[config.mk]
export PLATFORM = sky130hd
export DESIGN_NAME = sd_cmd_engine
export DESIGN_NICKNAME = d
export VERILOG_FILES = /design/src/rtl/sd_pkg.sv /design/src/rtl/sd_crc7.sv /design/src/rtl/sd_cmd_engine.sv
export SDC_FILE = /design/constraint.sdc
export NUM_CORES = 1
export LEC_CHECK = 0
export BUFFER_PORTS_ARGS = -buffer_cell sky130_fd_sc_hd__buf_2
export CORE_MARGIN = 3
export CORE_UTILIZATION = 29
export CTS_CLUSTER_SIZE = 8
export DETAILED_ROUTE_END_ITERATION = 10
export HOLD_SLACK_MARGIN = 0.06
export PLACE_DENSITY = 0.46
export SLEW_MARGIN = 25
export SYNTH_ARGS = -nofsm -noshare
export SYNTH_HDL_FRONTEND = slang
export SYNTH_SLANG_ARGS = --single-unit
[constraint.sdc]
create_clock -name clk_i -period 4.65 [get_ports clk_i]
set_input_delay 0.465 -clock clk_i [delete_from_list [all_inputs] [get_ports clk_i]]
set_output_delay 0.465 -clock clk_i [all_outputs]
set_load 0.01 [all_outputs]
[src/rtl/sd_pkg.sv]
// Shared definitions for the SD command engine: response-type encodings,
// FSM state enum, frame geometry and the serial CRC7 step function.
package sd_pkg;

  // Full command/response frame length on the CMD line
  localparam int unsigned FRAME_LEN = 48;
  // Bits covered by the CRC7 (start .. end of argument)
  localparam int unsigned CRC_SPAN  = 40;
  // x^7 + x^3 + 1, implicit x^7 term dropped
  localparam logic [6:0]  CRC7_POLY = 7'h09;

  typedef enum logic [1:0] {
    RESP_NONE      = 2'd0,
    RESP_R48       = 2'd1,
    RESP_R48_NOCRC = 2'd2,
    RESP_RSVD      = 2'd3
  } sd_resp_e;

  typedef enum logic [2:0] {
    IDLE      = 3'd0,
    SEND      = 3'd1,
    WAIT_RESP = 3'd2,
    RECV      = 3'd3,
    GAP       = 3'd4,
    DONE      = 3'd5
  } sd_state_e;

  // One serial CRC7 step, MSB-first data
  function automatic logic [6:0] crc7_step(input logic [6:0] crc, input logic din);
    logic fb;
    fb = din ^ crc[6];
    return {crc[5:0], 1'b0} ^ (fb ? CRC7_POLY : 7'h00);
  endfunction

endpackage

[src/rtl/sd_crc7.sv]
// Serial CRC7 accumulator with synchronous clear and bit enable.
// Ports:
//   clk_i, rst_i : clock, async active-high reset
//   clr_i        : reset accumulator to 0 (wins over en_i)
//   en_i, din_i  : fold din_i into the CRC when en_i is high
//   crc_o        : current CRC7 value
module sd_crc7
  import sd_pkg::*;
(
  input  logic       clk_i,
  input  logic       rst_i,
  input  logic       clr_i,
  input  logic       en_i,
  input  logic       din_i,
  output logic [6:0] crc_o
);

  logic [6:0] r_crc;

  always_ff @(posedge clk_i or posedge rst_i) begin
    if (rst_i) begin
      r_crc <= 7'h00;
    end else if (clr_i) begin
      r_crc <= 7'h00;
    end else if (en_i) begin
      r_crc <= crc7_step(r_crc, din_i);
    end
  end

  assign crc_o = r_crc;

endmodule

[src/rtl/sd_cmd_engine.sv]
// SD card CMD-line engine: serialises a 48-bit command frame, optionally
// collects a 48-bit response, then supplies 8 idle sdclk cycles.
// Optional feature: define SD_CMD_RESP_CRC_EN to check CRC7 of R1/R7-style
// responses (resp_type 1); otherwise only the stop bit is checked.
// Ports:
//   clk_i, rst_i                 : system clock, async active-high reset
//   start_i, cmd_idx_i, arg_i,
//   resp_type_i                  : command request (accepted when idle)
//   busy_o, done_o               : in-progress flag, one-cycle completion pulse
//   resp_o, resp_idx_o           : last received response payload / index
//   timeout_o, crc_err_o         : status of the last command
//   sdclk_o, sdcmd_o, sdcmd_oe_o : card clock and CMD line drive
//   sdcmd_i                      : CMD line sample
module sd_cmd_engine
  import sd_pkg::*;
#(
  parameter int unsigned CLK_DIV      = 2,
  parameter int unsigned RESP_TIMEOUT = 64
) (
  input  logic        clk_i,
  input  logic        rst_i,
  input  logic        start_i,
  input  logic [5:0]  cmd_idx_i,
  input  logic [31:0] arg_i,
  input  logic [1:0]  resp_type_i,
  output logic        busy_o,
  output logic        done_o,
  output logic [31:0] resp_o,
  output logic [5:0]  resp_idx_o,
  output logic        timeout_o,
  output logic        crc_err_o,
  output logic        sdclk_o,
  output logic        sdcmd_o,
  output logic        sdcmd_oe_o,
  input  logic        sdcmd_i
);

  localparam int unsigned DIV_W = (CLK_DIV > 0) ? $clog2(CLK_DIV + 1) : 1;
  localparam int unsigned TO_W  = (RESP_TIMEOUT > 1) ? $clog2(RESP_TIMEOUT + 1) : 1;
  localparam int unsigned GAP_CYCLES = 8;

  sd_state_e        r_state;
  sd_resp_e         r_resp_type;
  logic [DIV_W-1:0] r_div;
  logic             r_sdclk;
  logic [5:0]       r_bit_cnt;
  logic [TO_W-1:0]  r_to_cnt;
  logic [39:0]      r_tx_sh;
  logic [44:0]      r_rx_sh;

  logic       w_active;
  logic       w_tick;
  logic       w_rise;
  logic       w_fall;
  logic       w_want_resp;
  logic       w_tx_bit;
  logic [2:0] w_crc_sel;
  logic [6:0] w_tx_crc;
  logic       w_tx_crc_clr;
  logic       w_tx_crc_en;
  logic       w_rx_crc_bad;

  // sdclk edge events: a tick flips sdclk, so its current level tells the edge
  assign w_active    = (r_state != IDLE) && (r_state != DONE);
  assign w_tick      = w_active && (r_div == DIV_W'(CLK_DIV));
  assign w_rise      = w_tick && !r_sdclk;
  assign w_fall      = w_tick &&  r_sdclk;
  assign w_want_resp = (r_resp_type == RESP_R48) || (r_resp_type == RESP_R48_NOCRC);

  // Transmit CRC runs over the header bits as they leave the shifter
  assign w_tx_crc_clr = (r_state == IDLE) && start_i;
  assign w_tx_crc_en  = (r_state == SEND) && w_fall && (r_bit_cnt < 6'(CRC_SPAN));

  sd_crc7 u_tx_crc (
    .clk_i (clk_i),
    .rst_i (rst_i),
    .clr_i (w_tx_crc_clr),
    .en_i  (w_tx_crc_en),
    .din_i (r_tx_sh[39]),
    .crc_o (w_tx_crc)
  );

  // CRC bits go out MSB first: bit positions 40..46 map to crc[6..0]
  assign w_crc_sel = 3'(6'd46 - r_bit_cnt);

  // Next bit to drive: header, then CRC7, then stop bit
  always_comb begin
    w_tx_bit = 1'b1;
    if (r_bit_cnt < 6'(CRC_SPAN)) begin
      w_tx_bit = r_tx_sh[39];
    end else if (r_bit_cnt < 6'(FRAME_LEN - 1)) begin
      w_tx_bit = w_tx_crc[w_crc_sel];
    end
  end

`ifdef SD_CMD_RESP_CRC_EN
  logic       w_rx_crc_clr;
  logic       w_rx_crc_en;
  logic [6:0] w_rx_crc;

  // Leading start bit is 0 and CRC starts at 0, so it can be skipped:
  // clear on start detect, then fold the 39 bits up to the argument end.
  assign w_rx_crc_clr = (r_state == WAIT_RESP) && w_rise && !sdcmd_i;
  assign w_rx_crc_en  = (r_state == RECV) && w_rise && (r_bit_cnt < 6'(CRC_SPAN - 1));

  sd_crc7 u_rx_crc (
    .clk_i (clk_i),
    .rst_i (rst_i),
    .clr_i (w_rx_crc_clr),
    .en_i  (w_rx_crc_en),
    .din_i (sdcmd_i),
    .crc_o (w_rx_crc)
  );

  assign w_rx_crc_bad = (r_resp_type == RESP_R48) && (w_rx_crc != r_rx_sh[6:0]);
`else
  assign w_rx_crc_bad = 1'b0;
`endif

  // Main FSM, sdclk divider and registered outputs
  always_ff @(posedge clk_i or posedge rst_i) begin
    if (rst_i) begin
      r_state     <= IDLE;
      r_resp_type <= RESP_NONE;
      r_div       <= '0;
      r_sdclk     <= 1'b0;
      r_bit_cnt   <= 6'd0;
      r_to_cnt    <= '0;
      r_tx_sh     <= 40'd0;
      r_rx_sh     <= 45'd0;
      busy_o      <= 1'b0;
      done_o      <= 1'b0;
      resp_o      <= 32'd0;
      resp_idx_o  <= 6'd0;
      timeout_o   <= 1'b0;
      crc_err_o   <= 1'b0;
      sdcmd_o     <= 1'b1;
      sdcmd_oe_o  <= 1'b0;
    end else begin
      if (w_active) begin
        if (w_tick) begin
          r_div   <= '0;
          r_sdclk <= ~r_sdclk;
        end else begin
          r_div <= r_div + DIV_W'(1);
        end
      end

      case (r_state)
        IDLE: begin
          r_div   <= '0;
          r_sdclk <= 1'b0;
          done_o  <= 1'b0;
          if (start_i) begin
            r_state     <= SEND;
            r_resp_type <= sd_resp_e'(resp_type_i);
            r_tx_sh     <= {2'b01, cmd_idx_i, arg_i};
            r_bit_cnt   <= 6'd0;
            busy_o      <= 1'b1;
            timeout_o   <= 1'b0;
            crc_err_o   <= 1'b0;
            // Take the line at idle level; the start bit follows on a falling edge
            sdcmd_o     <= 1'b1;
            sdcmd_oe_o  <= 1'b1;
          end
        end

        SEND: begin
          if (w_fall) begin
            if (r_bit_cnt == 6'(FRAME_LEN)) begin
              sdcmd_o    <= 1'b1;
              sdcmd_oe_o <= 1'b0;
              r_bit_cnt  <= 6'd0;
              r_to_cnt   <= '0;
              r_state    <= w_want_resp ? WAIT_RESP : GAP;
            end else begin
              sdcmd_o   <= w_tx_bit;
              r_bit_cnt <= r_bit_cnt + 6'd1;
              if (r_bit_cnt < 6'(CRC_SPAN)) begin
                r_tx_sh <= {r_tx_sh[38:0], 1'b0};
              end
            end
          end
        end

        WAIT_RESP: begin
          if (w_rise) begin
            if (!sdcmd_i) begin
              r_state   <= RECV;
              r_bit_cnt <= 6'd0;
            end else if (r_to_cnt == TO_W'(RESP_TIMEOUT - 1)) begin
              timeout_o <= 1'b1;
              r_bit_cnt <= 6'd0;
              r_state   <= GAP;
            end else if (r_to_cnt != '1) begin
              r_to_cnt <= r_to_cnt + TO_W'(1);
            end
          end
        end

        RECV: begin
          if (w_rise) begin
            r_rx_sh <= {r_rx_sh[43:0], sdcmd_i};
            if (r_bit_cnt == 6'(FRAME_LEN - 2)) begin
              // r_rx_sh holds bits 45..1 of the response; sdcmd_i is the stop bit
              resp_idx_o <= r_rx_sh[44:39];
              resp_o     <= r_rx_sh[38:7];
              crc_err_o  <= !sdcmd_i || w_rx_crc_bad;
              r_bit_cnt  <= 6'd0;
              r_state    <= GAP;
            end else begin
              r_bit_cnt <= r_bit_cnt + 6'd1;
            end
          end
        end

        GAP: begin
          // Count 8 rising edges; finish on the falling edge that ends the 8th cycle
          if (w_rise && (r_bit_cnt != 6'(GAP_CYCLES))) begin
            r_bit_cnt <= r_bit_cnt + 6'd1;
          end
          if (w_fall && (r_bit_cnt == 6'(GAP_CYCLES))) begin
            r_state   <= DONE;
            r_sdclk   <= 1'b0;
            r_bit_cnt <= 6'd0;
            done_o    <= 1'b1;
            busy_o    <= 1'b0;
          end
        end

        DONE: begin
          r_div   <= '0;
          r_sdclk <= 1'b0;
          done_o  <= 1'b0;
          r_state <= IDLE;
        end

        default: begin
          r_state    <= IDLE;
          busy_o     <= 1'b0;
          done_o     <= 1'b0;
          sdcmd_o    <= 1'b1;
          sdcmd_oe_o <= 1'b0;
        end
      endcase
    end
  end

  assign sdclk_o = r_sdclk;

endmodule
# --- Word-level counts from Yosys, hierarchy flattened ---
# Cells that the tools add are included.
op_classes:
  addsub: 4
  magnitude_cmp: 3
  n_eq_ne: 30
  n_mux: 67
  bitwise: 6
  reduce_logical: 38
op_table:
  columns: ["op", "count"]
  rows:
  - ["40-bit two-way mux", 4]
  - ["40-bit case mux with 2 select lines", 1]
  - ["6-bit two-way mux", 10]
  - ["7-bit two-way mux", 8]
  - ["3-bit two-way mux", 10]
  - ["6-bit case mux with 5 select lines", 1]
  - ["2-bit inequality test, second input constant", 11]
  - ["1-bit two-way mux", 19]
  - ["3-bit case mux with 5 select lines", 1]
  - ["7-bit case mux with 2 select lines", 1]
  - ["7-bit AND reduction", 2]
  - ["6-bit == test, second input constant", 2]
  - ["6-bit less-than comparator, second input constant", 2]
  - ["2-bit nonzero test", 6]
  - ["5-bit AND reduction", 2]
  - ["1-bit logical AND", 9]
  - ["3-bit inequality test, second input constant", 3]
  - ["1-bit case mux with 3 select lines", 3]
  - ["3-bit AND reduction", 3]
  - ["1-bit case mux with 2 select lines", 4]
  - ["4-bit AND reduction", 2]
  - ["8-bit AND reduction", 1]
  - ["4-bit OR reduction", 2]
  - ["7-bit by 1-bit adder with 7-bit output, second input constant", 1]
  - ["28 further kinds", 40]
word_totals:
  ff_bits: 157
  inputBits: 44
  output_inout_bits: 45
  word_cells: 165

# --- Depth between registers and ports, before layout ---
# Gate-level depths: netlist (run 1).
depth:
  ltp_word: 8
  depth_mapped: 10
  ltp_nobuf: 9

# --- Cells and area by module ---
# Synthesis (run 1) repeated with hierarchy kept, for this count alone.
unflattened:
  cells_unflattened: 565
  area_unflattened_um2: 6954.2
modules_own_cells:
  columns: ["mod", "n_inst", "cells_per_inst", "area_each_um2", "seq_area_each_um2"]
  rows:
  - ["sd_cmd_engine", 1, 536, 6642.6, 3754.9]
  - ["sd_crc7", 1, 29, 311.5, 175.2]

# --- Least setup slack after synthesis (run 1) ---
# Ideal clock, no wire load.
synth_timing:
  path_type: "reg2reg"
  start: "reg r_state[1]"
  end: "reg resp_o[23]"
  setup_time_ps: 125
  arrival_ps: 2675
  required_time_ps: 4525
  path_slack_ps: 1850
  stages_incl_launch_ff: 11
  n_path_buf: 4
  synth_period_minus_slack_ps: 2800
  path_cell_list: "dfrtp_1 > clkbuf_1 > clkbuf_1 > nor3_1 > nor3b_1 > ha_1 > nand3_2 > nor2_1 > buf_2 > buf_4 > mux2_2"
synth_between:
  elab_chain_cells: 5
  elab_cells_between_ends: 7
  classes_between: "eq/ne: 2; reduce/logical: 5"
synth_lines:
  columns: ["item", "line", "rtl"]
  rows:
  - ["start: declaration", "sd_cmd_engine.sv:42", "sd_state_e r_state;"]
  - ["start signal: assignment", "sd_cmd_engine.sv:175", "r_state <= w_want_resp ? WAIT_RESP : GAP;"]
  - ["3-bit inequality test or 3-bit nonzero test (tied branches)", "sd_cmd_engine.sv:64", "assign w_active = (r_state != IDLE) && (r_state != DONE);"]
  - ["1-bit logical AND", "sd_cmd_engine.sv:64", null]
  - ["1-bit logical AND", "sd_cmd_engine.sv:65", "assign w_tick = w_active && (r_div == DIV_W'(CLK_DIV));"]
  - ["1-bit logical AND", "sd_cmd_engine.sv:66", "assign w_rise = w_tick && !r_sdclk;"]
  - ["3-bit AND reduction (no line) (*)", null, null]
  - ["end signal: assignment", "sd_cmd_engine.sv:207", "resp_o <= r_rx_sh[38:7];"]
  - ["end: declaration", "sd_cmd_engine.sv:28", "output logic [31:0] resp_o,"]
# Every way passes the cells marked *; elsewhere a longest branch is shown, timed or not.
# A chain may end at the register's enable or synchronous reset.

# --- Final worst setup path (run 1) ---
layout_timing:
  start: "reg r_state[0]"
  end: "reg resp_idx_o[0]"
layout_between:
  elab_chain_cells: 5
  elab_cells_between_ends: 7
  classes_between: "eq/ne: 2; reduce/logical: 5"
layout_lines:
  columns: ["item", "line", "rtl"]
  rows:
  - ["3-bit inequality test or 3-bit nonzero test (tied branches)", "sd_cmd_engine.sv:64", null]
  - ["1-bit logical AND", "sd_cmd_engine.sv:64", null]
  - ["1-bit logical AND", "sd_cmd_engine.sv:65", null]
  - ["1-bit logical AND", "sd_cmd_engine.sv:66", null]
  - ["3-bit AND reduction (no line) (*)", null, null]
  - ["end signal: assignment", "sd_cmd_engine.sv:206", "resp_idx_o <= r_rx_sh[44:39];"]
  - ["end: declaration", "sd_cmd_engine.sv:29", "output logic [5:0] resp_idx_o,"]
# Marks and branches as above.

==> impl_metrics.json, run 1 <==
{
  "status": "finished clean",
  "fin_worst_skew_ns": 0.0115,
  "synth.top_cells.by_area": "dfrtp_1, mux2_2, mux2i_1, o21ai_0, nand2_1",
  "fillers": 2321,
  "synth.top_cells.by_count": "dfrtp_1, mux2_2, o21ai_0",
  "setup_violations": 0,
  "worst-endpoint-required_ns": 4.95,
  "drive_above_1_share_pct": 33.4,
  "cts.path.max_buffers": 2,
  "vias": 4479,
  "gp_congestion": 0.781,
  "setup_tns_ns": 0,
  "drc_errors": 0,
  "io-pin-count": 89,
  "post-dp-hpwl_mm": 9.26,
  "die_w_um": 160,
  "finalCritPeriodShare_pct": 76.7,
  "root_buffer": "clkbuf_16",
  "peakVddDrop_mv": 0.208,
  "io_buffers": 88,
  "clk_latency_ns": 0.43,
  "gr-total-overflow": 0,
  "grt_max_degree": 158,
  "power_density_nw_per_um2": 499,
  "ys_seq_area_share_pct": 57.0,
  "finalWirelength_mm": 13.8,
  "h-tree-depth": 4,
  "ys.flop_type": "dfrtp_1",
  "netlist_instances": 566,
  "cap_violations": 0,
  "cts_made_buffers": 17,
  "diodes": 0,
  "max_freq_mhz": 281,
  "crit_type": "reg2reg",
  "drtAntennaViolNets": 0,
  "crit_fanout": 46,
  "syn_nets": 618,
  "yosysMostFrequentCell": "dfrtp_1",
  "async_reset_ff_share_pct": 100,
  "die_area_um2": 25700,
  "synth_top_area_share_pct": 56.6,
  "ctsResizeCount": 0,
  "antenna_found_initial": 2,
  "path_clk_slew_ns": 0.07,
  "hold_viol_final": 0,
  "arrival_ns": 3.87,
  "yosysTopAreaCell": "dfrtp_1",
  "synth_cell_types": 58,
  "start_util_pct": 30.0,
  "hp-class": "in2async",
  "cts_setup_buffers": 0,
  "ys_ff_latch": 157,
  "rows": 55,
  "slew_headroom_pct": 38.4,
  "area.growth.synth_to_final_pct": 19.4,
  "synth.yosys.warnings": 0,
  "drt_iter0_drc": 228,
  "final_core_util_pct": 35.8,
  "p_leak_nw": 4.13,
  "cts_tree": "yes",
  "nets": 697,
  "grt_use_total_pct": 11.2,
  "worst_setup_path_end_kind": "flip-flop",
  "hold_buffers": 0,
  "synth_area_um2": 6900,
  "firstDrtPassIters": 4,
  "period_minus_slack_ns": 3.56,
  "synth_edf_count": 0,
  "routedWlPerCell_um": 14.2,
  "grt_pass1_vias": 4591,
  "start_kind": "flip-flop",
  "rsz0062_at_grt": "no",
  "slew_viol_final": 0,
  "coreArea_um2": 23000,
  "worstMarginPinSlew_ns": 0.924,
  "die_h_um": 160,
  "grt_pass1_wl_mm": 23.6,
  "vias_per_cell": 4.61,
  "cts.sinks": 157,
  "synth_area_per_cell_um2": 12.2
}
==> layout by cell type (no fill, tap or decap), types with 13 or more instances in the layout <==
cell / n
mux2_2: 81
nor2_1: 18
mux2i_1: 38
clkbuf_16: 17
nand2_1: 54
buf_2: 88
dfrtp_1: 156
nand3_1: 14
o21ai_0: 61
inv_1: 13
==> cell families (layout without fill, tap and decap cells) <==
family	count (synthesis)	after routing	share of synthesized area, %
DFF	157	157	57.0
muxes	130	130	20.7
and+or+nand+nor	124	124	8.89
AOI/OAI and AO/OA	97	97	8.38
buffers and inverters	47	139	3.19
adders and majority gates	8	8	1.45
xor gates and xnor gates	3	3	0.381
==> flip-flops by register name (all words and copies together), names as in the netlist, 2 cells and up <==
signal          flops
r_state             3
r_bit_cnt           6
r_tx_sh            40
r_resp_type         2
resp_o             32
u_tx_crc.crc_o      7
resp_idx_o          6
r_div               2
r_to_cnt            7
r_rx_sh            45
==> power by group <==
group | switching, mW | total (mW) | internal, mW
clock | 0.642 | 1.37 | 0.724
combinational | 0.515 | 0.937 | 0.422
sequential | 0.205 | 1.81 | 1.60
total | 1.36 | 4.11 | 2.75
==> layer usage <==
layer	wire, µm	vias up	global-route usage (%)
met5	21	-	0
met4	175	4	3.71
met3	978	18	4.36
met2	6240	98	17.0
met1	6340	2190	14.6
li1	-	2169	-
==> path summary, 6_finish.rpt <==
check	end	startpoint	slack, ns	cells past startpoint
max in group asynchronous	r_tx_sh[1]	rst_i	3.73	3
max reg2reg	resp_idx_o[0]	r_state[0]	1.09	9
min in group clk_i	r_resp_type[1]	resp_type_i[1]	0.27	2
max	resp_idx_o[0]	r_state[0]	1.09	9
min	resp_o[26]	rst_i	0.24	3
min reg2reg	r_div[0]	r_div[1]	0.46	1
==> cell type report <==
class | instances | area (µm²) | area share (%)
Clock buffer | 17 | 425 | 5.17
Clock inverter | 15 | 170 | 2.07
Inverter | 14 | 56.3 | 0.684
Multi-Input combinational cell | 362 | 2770 | 33.6
Sequential cell | 157 | 3930 | 47.7
Tap cell | 313 | 392 | 4.76
Timing Repair Buffer | 93 | 490 | 5.96
==> critical path, cell delays in order (launching register included) <==
cell     delay, ns
dfrtp_1       0.58
nor2b_1       0.52
nor3_1        0.16
nor3b_1       0.37
ha_1          0.34
nand3_2       0.10
buf_4         0.34
nor2_4        0.16
buf_4         0.42
mux2_2        0.39
==> metrics by stage <==
stage | instance area (µm²) | cells | setup slack [ns] | hold slack, ns | total power [mW]
final | 8230 | 971 | 1.09 | 0.242 | 4.11
after detailed placement | 7640 | 939 | 1.07 | 0.457 | 2.79
after CTS | 8230 | 971 | 1.04 | 0.255 | 4.19
after global placement | 7640 | 939 | 1.31 | 0.450 | 2.76
after floorplan | 6900 | 566 | 1.85 | 0.424 | 2.57
after global routing | 8230 | 971 | 0.739 | 0.259 | 4.39
(Power assumes the default switching activity.)
==> inputs of run 2 (changes only) <==
--- a/config.mk
+++ b/config.mk
@@ -5,6 +5,7 @@
 export SDC_FILE = /design/constraint.sdc
 export NUM_CORES = 1
 export LEC_CHECK = 0
+export ABC_AREA = 1
 export BUFFER_PORTS_ARGS = -buffer_cell sky130_fd_sc_hd__buf_2
 export CORE_MARGIN = 3
 export CORE_UTILIZATION = 29
==> constraint.sdc (replaced) <==
create_clock -name clk_i -period 3 [get_ports clk_i]
set_input_delay 0.3 -clock clk_i [delete_from_list [all_inputs] [get_ports clk_i]]
set_output_delay 0.3 -clock clk_i [all_outputs]
set_load 0.01 [all_outputs]
==> run 2 against run 1 <==
Compared with the run above:
- register-to-register slack got worse by 0.63 ns
- design area increased by 3.8%
- clock skew rose by 0.0030 ns
- critical path depth up 2
- clock power up 64%
- sequential share of layout area is 1.7 points lower
- final cell count is 32% higher
- total power grew 10%
- wire length rose by 11%
- area after synthesis rose by 3.1%
- setup slack worse by 0.63 ns
- non-clock buffer count increased by 5
- critical endpoint is now r_rx_sh[18]
- largest cell class unchanged
==> impl_metrics.json, run 2 <==
{
  "drive_above_1_share_pct": 15.2,
  "netlist_instances": 866,
  "root_buffer": "clkbuf_16",
  "cts_made_buffers": 17,
  "ctsResizeCount": 0,
  "mostFrequentLayoutCell": "nand2_1",
  "final_cell_mix": "nand2_1, dfrtp_1, o21ai_0, inv_1, buf_2",
  "worst_setup_path_end_kind": "flip-flop",
  "rows": 56,
  "ys_seq_area_share_pct": 55.3,
  "final_core_util_pct": 36.0,
  "rsz0062_at_grt": "no",
  "crit_top_cell": "inv_1",
  "clk_latency_ns": 0.43,
  "cap_violations": 0,
  "finalCritPeriodShare_pct": 84.7,
  "yosysTopAreaCell": "dfrtp_1",
  "die_area_um2": 26400,
  "worstMarginPinSlew_ns": 0.712,
  "period_minus_slack_ns": 2.54,
  "drtAntennaViolNets": 0,
  "async_reset_ff_share_pct": 100,
  "start_kind": "flip-flop",
  "cts.sinks": 157,
  "hold_viol_final": 0,
  "dp_slack_ns": 0.448,
  "power_density_nw_per_um2": 530,
  "drc_errors": 0,
  "grt_pass1_vias": 5212,
  "dp.cells": 1245,
  "io-pin-count": 89,
  "worst-endpoint-required_ns": 3.30,
  "synth_edf_count": 0,
  "largest_reg_flops": 45,
  "status": "finished clean",
  "syn_nets": 918,
  "top_register": "r_rx_sh",
  "cts_tree": "yes",
  "max_stage_delay_ns": 0.53,
  "grt_max_degree": 80,
  "die_w_um": 163,
  "slowest_stage": "dfrtp_1",
  "max_freq_mhz": 394,
  "crit_chain": "inv_1 > nand2_2 > nand2_1 > nor2_1 > ha_1 > inv_1 > nor2_4 > buf_12 > inv_1 > nand2_1 > o21ai_0",
  "vias": 5535,
  "post-dp-hpwl_mm": 10.3,
  "p_leak_nw": 4.42,
  "finalWorstSetupSlack_ns": 0.459,
  "synth.top_cells.by_area": "dfrtp_1, nand2_1, o21ai_0, inv_1, nand3_1",
  "reg_top3": "r_rx_sh x45, r_tx_sh x40, resp_o x32",
  "diodes": 0,
  "fin_worst_skew_ns": 0.0145,
  "grt_use_total_pct": 12.1,
  "antenna_found_initial": 1,
  "h-tree-depth": 4,
  "arrival_ns": 2.84,
  "synth.yosys.warnings": 0,
  "setup_tns_ns": 0,
  "gr-total-overflow": 0,
  "gp_congestion": 0.848,
  "synth_top_area_share_pct": 54.9,
  "synth_area_um2": 7110,
  "io_buffers": 88,
  "die_h_um": 163,
  "ys.flop_type": "dfrtp_1",
  "yosysMostFrequentCell": "nand2_1",
  "start_util_pct": 29.9,
  "coreArea_um2": 23800,
  "ys_ff_latch": 157,
  "firstDrtPassIters": 5,
  "slew_viol_final": 0,
  "setup_violations": 0,
  "drt_iter0_drc": 295,
  "slew_headroom_pct": 52.4,
  "hp-class": "in2reg",
  "crit_fanout": 78,
  "crit_type": "reg2reg",
  "area.growth.synth_to_final_pct": 20.1,
  "routedWlPerCell_um": 12.0,
  "nets": 999,
  "synth.top_cells.by_count": "nand2_1, dfrtp_1, o21ai_0",
  "peakVddDrop_mv": 0.282,
  "grt_pass1_wl_mm": 26.2,
  "finalWirelength_mm": 15.3,
  "synth_area_per_cell_um2": 8.21,
  "path_clk_slew_ns": 0.07,
  "synth_cell_types": 30,
  "stdcell_count": 1279,
  "cts.path.max_buffers": 2,
  "vias_per_cell": 4.33
}
run 2: cell types whose count changed in the layout (fill, tap and decap cells not counted), sizes merged, moves of 4 or more:
cell / previous run / this run
nor2b: 5 / 0
mux2: 91 / 0
inv: 21 / 122
xor2: 1 / 6
and3: 7 / 0
nand3: 15 / 34
a21oi: 5 / 11
nor2: 19 / 37
o21ai: 65 / 165
mux2i: 38 / 0
a221o: 4 / 0
nand2: 54 / 279
run 2: cell type report:
class / count / area (µm²)
flip-flops and latches: 157 / 3930
fillers: 2497 / 15200
repair buffers: 98 / 596
inverters: 116 / 439
clock buffers: 17 / 425
multi-input cells: 557 / 2560
clock inverters: 15 / 195
well taps: 319 / 399
run 2: metrics by stage:
stage	hold slack [ns]	area, µm²	power, mW
after floorplan	0.410	7110	2.27
after detailed placement	0.437	7900	2.33
after CTS	0.0747	8540	4.61
after global routing	0.0826	8540	4.73
final	0.0838	8540	4.53
after global placement	0.431	7900	2.33
run 2: worst max-delay path, delay by kind of cell, from the launching register on:
| family | cells | cell delay, ns |
|---|---|---|
| AO/OA/AOI/OAI | 1 | 0.08 |
| adder cells (fa/ha/maj) | 1 | 0.30 |
| buffers and inverters | 4 | 0.81 |
| flip-flops | 1 | 0.53 |
| AND/OR/NAND/NOR | 5 | 0.69 |
run 2: per-layer routing:
| metal | vias to the layer above | GRT usage, % | part of all wire, % |
|---|---|---|---|
| met3 | 17 | 3.15 | 4.4 |
| met5 | - | 0 | 0.085 |
| li1 | 2892 | - | - |
| met1 | 2518 | 17.4 | 52 |
| met2 | 106 | 17.8 | 42 |
| met4 | 2 | 3.77 | 1.2 |
run 2: final timing paths:
check                                from        endpoint  slack [ns]  depth (start not counted)
max                            r_state[2]     r_rx_sh[18]        0.46                         11
min                        resp_type_i[1]  r_resp_type[1]        0.08                          3
max reg2reg                    r_state[2]     r_rx_sh[18]        0.46                         11
min reg2reg                      r_div[0]        r_div[0]        0.44                          1
max in group asynchronous           rst_i         sdcmd_o        1.74                          4
min in group asynchronous           rst_i      resp_o[26]        0.52                          3
run 2: what timing repair did:
action / in CTS / in global routing
hold buffers: 2 / 0
endpoints found under the setup margin: 0 / 0
endpoints found under the hold margin: 28 / 0
setup buffers: 0 / 0
run 2: cells by family after synthesis:
kind of cell,Yosys count,share of synthesized area [%]
AND/OR/NAND/NOR,361,20.6
AO/OA/AOI/OAI,180,12.9
flip-flops,157,55.3
buffers and inverters,152,8.76
XOR/XNOR,8,0.985
adder cells (fa/ha/maj),8,1.41
run 2: power by group:
part           total, mW  switching (mW)  internal (mW)
Sequential          2.12               0           2.12
Combinational      0.167           0.105         0.0615
Clock               2.24            1.03           1.21
Total               4.53            1.13           3.39
